==> config.mk <==
export PLATFORM = sky130hd
export DESIGN_NAME = rf_writeback_ctrl_flat
export DESIGN_NICKNAME = d
export VERILOG_FILES = /design/src/rtl/rf_wb_pkg.sv /design/src/rtl/rf_writeback_ctrl_if.sv /design/src/rtl/rf_wb_fifo.sv /design/src/rtl/rf_writeback_ctrl.sv /design/src/flat_wrapper.sv
export SDC_FILE = /design/constraint.sdc
export NUM_CORES = 1
export LEC_CHECK = 0
export CAP_MARGIN = 15
export CORE_AREA = 2 2 122 124
export CTS_CLUSTER_SIZE = 14
export DETAILED_ROUTE_END_ITERATION = 8
export DIE_AREA = 0 0 124 126
export GPL_ROUTABILITY_DRIVEN = 0
export PLACE_DENSITY = 0.91
export SLEW_MARGIN = 20
export SYNTH_ARGS = -nofsm -noshare
export SYNTH_HDL_FRONTEND = slang
export SYNTH_SLANG_ARGS = --single-unit
==> constraint.sdc <==
create_clock -name clk -period 5.2 [get_ports clk]
set_clock_uncertainty 0.05 [all_clocks]
set_input_delay 0.52 -clock clk [delete_from_list [all_inputs] [get_ports clk]]
set_output_delay 0.52 -clock clk [all_outputs]
set_load 0.005 [all_outputs]
==> src/rtl/rf_wb_pkg.sv <==
// Shared types for the register-file writeback controller: request record,
// write-source select encoding and the address-to-onehot helper.
package rf_wb_pkg;

  localparam int XLEN_DEF   = 32;
  localparam int REG_ADDR_W = 5;

  typedef struct packed {
    logic [REG_ADDR_W-1:0] addr;
    logic [XLEN_DEF-1:0]   data;
  } wb_req_t;

  typedef enum logic [1:0] {
    SEL_IDLE,
    SEL_ALU,
    SEL_LD,
    SEL_FORCE_LD
  } wb_sel_e;

  function automatic logic [31:0] addr_onehot(input logic [REG_ADDR_W-1:0] a);
    addr_onehot = 32'd1 << a;
  endfunction

endpackage

==> src/rtl/rf_writeback_ctrl_if.sv <==
// ALU result, load result and RF write-port bundle of the writeback controller.
// The master modport is the controller's view; slave is the environment's.
interface rf_writeback_ctrl_if
  import rf_wb_pkg::*;
#(
  parameter int XLEN = XLEN_DEF
);

  logic                  alu_valid;
  logic [REG_ADDR_W-1:0] alu_addr;
  logic [XLEN-1:0]       alu_data;
  logic                  alu_stall;

  logic                  ld_valid;
  logic                  ld_ready;
  logic [REG_ADDR_W-1:0] ld_addr;
  logic [XLEN-1:0]       ld_data;

  logic [XLEN-1:0]       rd;
  logic                  LoadRF;
  logic [REG_ADDR_W-1:0] rdAddr;

  modport master (
    input  alu_valid, alu_addr, alu_data,
    output alu_stall,
    input  ld_valid, ld_addr, ld_data,
    output ld_ready,
    output rd, LoadRF, rdAddr
  );

  modport slave (
    output alu_valid, alu_addr, alu_data,
    input  alu_stall,
    output ld_valid, ld_addr, ld_data,
    input  ld_ready,
    input  rd, LoadRF, rdAddr
  );

endinterface

==> src/rtl/rf_wb_fifo.sv <==
// Circular load queue of wb_req_t; also exposes per-entry valid bits and
// destination addresses so the parent can decode a pending-write mask.
module rf_wb_fifo
  import rf_wb_pkg::*;
#(
  parameter  int DEPTH = 4,
  localparam int CW    = $clog2(DEPTH + 1),
  localparam int PW    = $clog2(DEPTH)
) (
  input  logic                                clk,
  input  logic                                rst,
  input  logic                                push,
  input  wb_req_t                             push_req,
  input  logic                                pop,
  output logic                                full,
  output logic                                empty,
  output logic [CW-1:0]                       count,
  output wb_req_t                             head,
  output logic [DEPTH-1:0]                    ent_valid,
  output logic [DEPTH-1:0][REG_ADDR_W-1:0]    ent_addr
);

  wb_req_t           mem [DEPTH];
  logic [PW-1:0]     wptr;
  logic [PW-1:0]     rptr;
  logic [DEPTH-1:0]  vld;
  logic              do_push;
  logic              do_pop;

  assign full    = (count == CW'(DEPTH));
  assign empty   = (count == '0);
  assign do_push = push && !full;
  assign do_pop  = pop && !empty;
  assign head    = mem[rptr];
  assign ent_valid = vld;

  // Pointers wrap naturally because DEPTH is a power of two.
  always_ff @(posedge clk or negedge rst) begin
    if (!rst) begin
      wptr  <= '0;
      rptr  <= '0;
      count <= '0;
      vld   <= '0;
    end else begin
      if (do_push) begin
        wptr      <= wptr + PW'(1);
        vld[wptr] <= 1'b1;
      end
      if (do_pop) begin
        rptr      <= rptr + PW'(1);
        vld[rptr] <= 1'b0;
      end
      count <= count + CW'(do_push) - CW'(do_pop);
    end
  end

  always_ff @(posedge clk) begin
    if (do_push) begin
      mem[wptr] <= push_req;
    end
  end

  always_comb begin
    for (int i = 0; i < DEPTH; i++) begin
      ent_addr[i] = mem[i].addr;
    end
  end

endmodule

==> src/rtl/rf_writeback_ctrl.sv <==
// RF write-side master: merges ALU results and queued loads onto one write port,
// ALU first, with an aging counter forcing a starved load. Option: WB_PENDING_EN.
module rf_writeback_ctrl
  import rf_wb_pkg::*;
#(
  parameter  int XLEN     = XLEN_DEF,
  parameter  int LQ_DEPTH = 4,
  parameter  int MAX_WAIT = 4,
  localparam int CW       = $clog2(LQ_DEPTH + 1)
) (
  input  logic                 clk,
  input  logic                 rst,
  rf_writeback_ctrl_if.master  wb,
  output logic [CW-1:0]        lq_count,
  output logic [31:0]          pending_mask
);

  localparam int             WCW      = (MAX_WAIT < 1) ? 1 : $clog2(MAX_WAIT + 1);
  localparam logic [WCW-1:0] WAIT_MAX = WCW'(MAX_WAIT);

  wb_sel_e                               sel;
  wb_req_t                               head;
  wb_req_t                               push_req;
  logic                                  alu_v;
  logic                                  push;
  logic                                  pop;
  logic                                  full;
  logic                                  empty;
  logic [WCW-1:0]                        wait_cnt;
  logic [LQ_DEPTH-1:0]                   ent_valid;
  logic [LQ_DEPTH-1:0][REG_ADDR_W-1:0]   ent_addr;

  assign alu_v        = wb.alu_valid && (wb.alu_addr != '0);
  assign wb.ld_ready  = rst && !full;
  assign wb.alu_stall = rst && alu_v && (sel == SEL_FORCE_LD);
  assign push         = wb.ld_valid && wb.ld_ready && (wb.ld_addr != '0);
  assign pop          = (sel == SEL_LD) || (sel == SEL_FORCE_LD);
  assign push_req     = '{addr: wb.ld_addr, data: wb.ld_data};

  rf_wb_fifo #(
    .DEPTH (LQ_DEPTH)
  ) u_lq (
    .clk       (clk),
    .rst       (rst),
    .push      (push),
    .push_req  (push_req),
    .pop       (pop),
    .full      (full),
    .empty     (empty),
    .count     (lq_count),
    .head      (head),
    .ent_valid (ent_valid),
    .ent_addr  (ent_addr)
  );

  // A head that has waited MAX_WAIT bypasses wins over the ALU.
  always_comb begin
    sel = SEL_IDLE;
    if (!empty && (wait_cnt >= WAIT_MAX)) begin
      sel = SEL_FORCE_LD;
    end else if (alu_v) begin
      sel = SEL_ALU;
    end else if (!empty) begin
      sel = SEL_LD;
    end
  end

  always_ff @(posedge clk or negedge rst) begin
    if (!rst) begin
      wb.rd     <= '0;
      wb.rdAddr <= '0;
      wb.LoadRF <= 1'b0;
    end else begin
      case (sel)
        SEL_ALU: begin
          wb.rd     <= wb.alu_data;
          wb.rdAddr <= wb.alu_addr;
          wb.LoadRF <= 1'b1;
        end
        SEL_LD, SEL_FORCE_LD: begin
          wb.rd     <= head.data;
          wb.rdAddr <= head.addr;
          wb.LoadRF <= 1'b1;
        end
        default: begin
          wb.LoadRF <= 1'b0;
        end
      endcase
    end
  end

  always_ff @(posedge clk or negedge rst) begin
    if (!rst) begin
      wait_cnt <= '0;
    end else if (empty || pop) begin
      wait_cnt <= '0;
    end else if ((sel == SEL_ALU) && (wait_cnt < WAIT_MAX)) begin
      wait_cnt <= wait_cnt + WCW'(1);
    end
  end

`ifdef WB_PENDING_EN
  always_comb begin
    pending_mask = '0;
    for (int i = 0; i < LQ_DEPTH; i++) begin
      if (ent_valid[i]) begin
        pending_mask = pending_mask | addr_onehot(ent_addr[i]);
      end
    end
    pending_mask[0] = 1'b0;
  end
`else
  logic unused_pending;
  assign pending_mask   = '0;
  assign unused_pending = ^{ent_valid, ent_addr};
`endif

endmodule

==> src/flat_wrapper.sv <==
// flat-port wrapper written by rule: the top's interface ports become plain ports
module rf_writeback_ctrl_flat import rf_wb_pkg::*;
#(
  parameter  int XLEN     = XLEN_DEF,
  parameter  int LQ_DEPTH = 4,
  parameter  int MAX_WAIT = 4,
  localparam int CW       = $clog2(LQ_DEPTH + 1)
)
  (clk, rst, lq_count, pending_mask, wb_alu_valid, wb_alu_addr, wb_alu_data, wb_alu_stall, wb_ld_valid, wb_ld_addr, wb_ld_data, wb_ld_ready, wb_rd, wb_LoadRF, wb_rdAddr);
  rf_writeback_ctrl_if #(.XLEN(XLEN)) wb_i ();
  input  logic clk;
  input  logic rst;
  output logic [CW-1:0] lq_count;
  output logic [31:0] pending_mask;
  input wire logic [$bits(wb_i.alu_valid)-1:0] wb_alu_valid;
  input wire logic [$bits(wb_i.alu_addr)-1:0] wb_alu_addr;
  input wire logic [$bits(wb_i.alu_data)-1:0] wb_alu_data;
  output wire logic [$bits(wb_i.alu_stall)-1:0] wb_alu_stall;
  input wire logic [$bits(wb_i.ld_valid)-1:0] wb_ld_valid;
  input wire logic [$bits(wb_i.ld_addr)-1:0] wb_ld_addr;
  input wire logic [$bits(wb_i.ld_data)-1:0] wb_ld_data;
  output wire logic [$bits(wb_i.ld_ready)-1:0] wb_ld_ready;
  output wire logic [$bits(wb_i.rd)-1:0] wb_rd;
  output wire logic [$bits(wb_i.LoadRF)-1:0] wb_LoadRF;
  output wire logic [$bits(wb_i.rdAddr)-1:0] wb_rdAddr;
  assign wb_i.alu_valid = wb_alu_valid;
  assign wb_i.alu_addr = wb_alu_addr;
  assign wb_i.alu_data = wb_alu_data;
  assign wb_alu_stall = wb_i.alu_stall;
  assign wb_i.ld_valid = wb_ld_valid;
  assign wb_i.ld_addr = wb_ld_addr;
  assign wb_i.ld_data = wb_ld_data;
  assign wb_ld_ready = wb_i.ld_ready;
  assign wb_rd = wb_i.rd;
  assign wb_LoadRF = wb_i.LoadRF;
  assign wb_rdAddr = wb_i.rdAddr;
  rf_writeback_ctrl #(.XLEN(XLEN), .LQ_DEPTH(LQ_DEPTH), .MAX_WAIT(MAX_WAIT)) u_core (.clk(clk), .rst(rst), .wb(wb_i), .lq_count(lq_count), .pending_mask(pending_mask));
endmodule
==> results by stage <==
Clocking:
- The number of buffers inserted for hold repair after clock tree synthesis is 0.
- Buffers inserted during clock tree synthesis total 17.
- The tree is rooted in a clkbuf_16.
- The clock tree from TritonCTS is done.
- The tree built by TritonCTS fans out to 196 sinks.
- After clock tree synthesis, the setup repair step added 0 buffers.
- The CTS H-tree depth is 4.
- The clock slew at the register clock pins of the worst setup and hold paths is 0.07 ns.
- The clock latency reported for the late side of the worst-skew pair is 0.43 ns.
- Gates resized during post-CTS repair numbered 0.
- The number of buffers on the longest clock path is 2.

Timing:
- After routing, the total negative slack on setup checks comes to 0 ns.
- The number of max-slew violations in the final report is 0.
- The number of failing hold endpoints at the final stage is 0.
- The highest achievable clock rate is 0.318 GHz.
- Setup repair after global routing left no endpoint under its margin.
- The share of the cycle needed by the critical path after routing is 60.5%.
- The slew at the pin with the worst max-slew slack is 1.01 ns.
- The normalized max-slew margin is 32.3%.
- The post-route minimum period is 3.15 ns.
- Setup violations remaining at the end of the flow were counted as 0.

Detailed routing:
- After detailed routing, the number of remaining DRC violations is 0.
- Detailed routing inserted a total of 4215 vias.
- After detailed routing, the number of vias per cell comes to 5.77.
- The number of routed nets with antenna violations is 0.
- The first detailed-routing pass ran for 5 iterations.
- Wires add up to 16100 microns.
- The count of routing violations after the opening detailed-route iteration is 286.
- After detailed routing, the average wire length per cell comes to 22.0 microns.

Placed design:
- After detailed placement, the total cell area comes to 9210 sq um.
- The number of I/O port buffers is 120.
- The HPWL after detailed placement is 10300 microns.

Critical path:
- For the worst setup path, the data arrival time is 3.45 ns.
- In this run the worst path has a maximum fanout of 7.
- The slowest stage of the critical path belongs to the cell or4_1.
- The category of the most critical setup path is in -> reg.
- The endpoint kind of the worst setup timing path is a flop.
- The worst setup path is launched from an input pin.
- Walking the worst path, the cells encountered are clkdlybuf4s50_1 > or4_1 > o211ai_2 > ha_1 > inv_1 > ha_1 > inv_1 > fa_1 > xnor2_1 > xnor2_1.
- STA puts the critical path data required time at 5.50 ns.
- The largest single stage delay on the critical path is 0.60 ns.

Hold path:
- The class of the tightest hold or removal check is in -> async.

Final layout:
- 0 antenna diodes ended up in the layout.
- The finished cells cover 9820 sq um.
- The number of filler instances in the final layout is 939.
- The post-route netlist has 16.3% of its cells at a drive strength greater than 1.
- The net count of the finished layout is 620.
- Compared with the post-synthesis result, the final layout area differs by 25.2%.

Power and ir drop:
- Across the VDD grid, the largest voltage drop is 0.289 mV.
- The standby leakage power is 3.43 nW.
- Dividing total power by cell area gives a power density of 498 nW/um^2.

Die:
- The area of the core is 14300 sq um.
- For this design the top-level I/O count stands at 153.
- The die is 124 microns wide.
- The floorplan has 44 rows.
- The die area is 15600 sq um.
- The vertical extent of the die is 126 microns.
- The starting utilization of the core area is 54.8%.

Global routing:
- Entering global routing, the biggest net connects 50 pins.
- The global-route wire length before repair is 24800 microns.
- Global routing consumed, over all layers together, 22.1% of the routing resources.
- Global routing finished with a remaining overflow of 0.
- The via count of the first global-routing pass is 4385.
- The initial antenna violation count was 0.

Logic synthesis:
- The mapped cell area is 7850 sq um.
- The unique cell type count in the Yosys netlist is 31.
- The count of state elements after synthesis is 196.
- The async set-or-reset flop fraction in the synthesized netlist is 24.5%.
- The gate count after technology mapping is 411.
- The mean instance size in the synthesized netlist is 19.1 sq um.
- The sequential area share after synthesis is 72.0%.
- Counting flops with a built-in enable in the synthesized netlist gives 148.
- Yosys printed 0 warnings.
- Among all flip-flop cells after synthesis, the most frequent one is edfxtp_1.

Job:
- The tool flagged a number of max-cap violations equal to 0.

Run status:
- The flow ran to the end, and the final reports show no timing, DRC or antenna violations.
-- logic make-up after synthesis --
family                   after synthesis  share of synthesized area, %
XOR/XNOR                               5                         0.558
buffers and inverters                 65                          5.07
AO/OA/AOI/OAI                         41                          5.17
multiplexers                          38                          10.8
adder cells (fa/ha/maj)                8                          1.37
flip-flops                           196                          72.0
other                                  1                        0.0478
AND/OR/NAND/NOR                       57                          5.06
-- final timing paths --
check                                     startpoint              endpoint  slack [ns]  cells after the start
min in group clk                  u_core.wait_cnt[0]    u_core.wait_cnt[0]        0.44                      1
worst max register to register  u_core.u_lq.count[1]  u_core.u_lq.count[2]        2.28                     10
worst max-delay path                   wb_ld_addr[1]  u_core.u_lq.count[2]        2.05                     10
worst min-delay path                             rst       u_core.wb.rd[4]        0.20                      2
worst min register to register    u_core.wait_cnt[0]    u_core.wait_cnt[0]        0.44                      1
max in group asynchronous                        rst   u_core.u_lq.rptr[1]        4.40                      2
-- synth_stat cells, types with 2 or more instances --
master,instances,area [sq um]
xnor2_1,3,26.3
buf_2,15,75.1
nor2_1,7,26.3
mux4_2,37,833
edfxtp_1,148,4440
buf_4,32,240
nor3b_1,38,285
clkbuf_1,6,22.5
buf_6,2,22.5
nor4b_1,2,17.5
nor3_1,2,10.0
a221o_1,37,370
dfrtp_1,48,1200
inv_1,10,37.5
ha_1,7,87.6
xor2_1,2,17.5
-- stage by stage --
| stage | std cells | power [mW] | utilization [%] | setup slack [ns] | hold WS, ns |
|---|---|---|---|---|---|
| 2_1_floorplan | 442 | 2.99 | - | 2.06 | 0.174 |
| 3_3_place_gp | 695 | 3.49 | 63.6 | 1.75 | 0.378 |
| 3_5_place_dp | 699 | 3.59 | 64.4 | 1.60 | 0.425 |
| 4_1_cts | 731 | 4.95 | 68.6 | 2.07 | 0.215 |
| 5_1_grt | 731 | 5.12 | 68.6 | 1.92 | 0.243 |
| 6_report | 731 | 4.89 | 68.6 | 2.05 | 0.199 |
-- layer usage --
metal | routed length, microns | GRT usage, %
met1 | 6460 | 29.0
met2 | 8220 | 35.8
met3 | 1070 | 6.25
met4 | 318 | 7.60
met5 | 0 | 0
-- registers in the layout, summed over array words and instances, names as in the netlist --
signal / count
u_core.u_lq.mem: 148
u_core.wb.rd: 32
u_core.wb.rdAddr: 5
u_core.u_lq.count: 3
u_core.wait_cnt: 3
u_core.u_lq.rptr: 2
u_core.u_lq.wptr: 2
u_core.wb.LoadRF: 1
-- area by class of cell --
type	instances	area [sq um]	area share [%]
Tap cell	184	230	2.34
Multi-Input combinational cell	181	1970	20.0
Sequential cell	196	5650	57.5
Timing Repair Buffer	128	1330	13.5
Clock buffer	18	429	4.37
Inverter	10	37.5	0.382
Clock inverter	14	184	1.87
-- critical path, delay by kind of cell --
family | cells | cell delay (ns)
buf+inv | 3 | 0.59
compound gates | 1 | 0.57
fa+ha+maj | 3 | 0.85
simple gates | 1 | 0.60
xor+xnor | 2 | 0.33
-- layout by cell type, fill, tap and decap left out, drive strengths merged --
| cell | instances |
|---|---|
| clkdlybuf4s50 | 119 |
| nand2 | 1 |
| clkbuf | 18 |
| a21oi | 1 |
| fa | 1 |
| nor2 | 8 |
| ha | 7 |
| a21bo | 1 |
| xnor2 | 3 |
| dfrtp | 48 |
| o211ai | 1 |
| mux2 | 1 |
| mux4 | 37 |
| a221o | 37 |
| conb | 32 |
| or4 | 1 |
| bufinv | 4 |
| edfxtp | 148 |
| nor4b | 2 |
| nor4 | 1 |
| nor3 | 3 |
| nor2b | 1 |
| xor2 | 2 |
| a21boi | 1 |
| and2 | 1 |
| clkinvlp | 3 |
| nand2b | 1 |
| inv | 11 |
| nor3b | 38 |
| buf | 9 |
| clkinv | 6 |
-- power by group --
| part | internal (mW) | leakage (nW) | total, mW | switching (mW) |
|---|---|---|---|---|
| Combinational | 0.809 | 1.22 | 1.33 | 0.524 |
| Sequential | 1.98 | 1.92 | 2.21 | 0.233 |
| Clock | 0.801 | 0.294 | 1.35 | 0.550 |
Note: power is estimated with default switching activity, not from simulation.
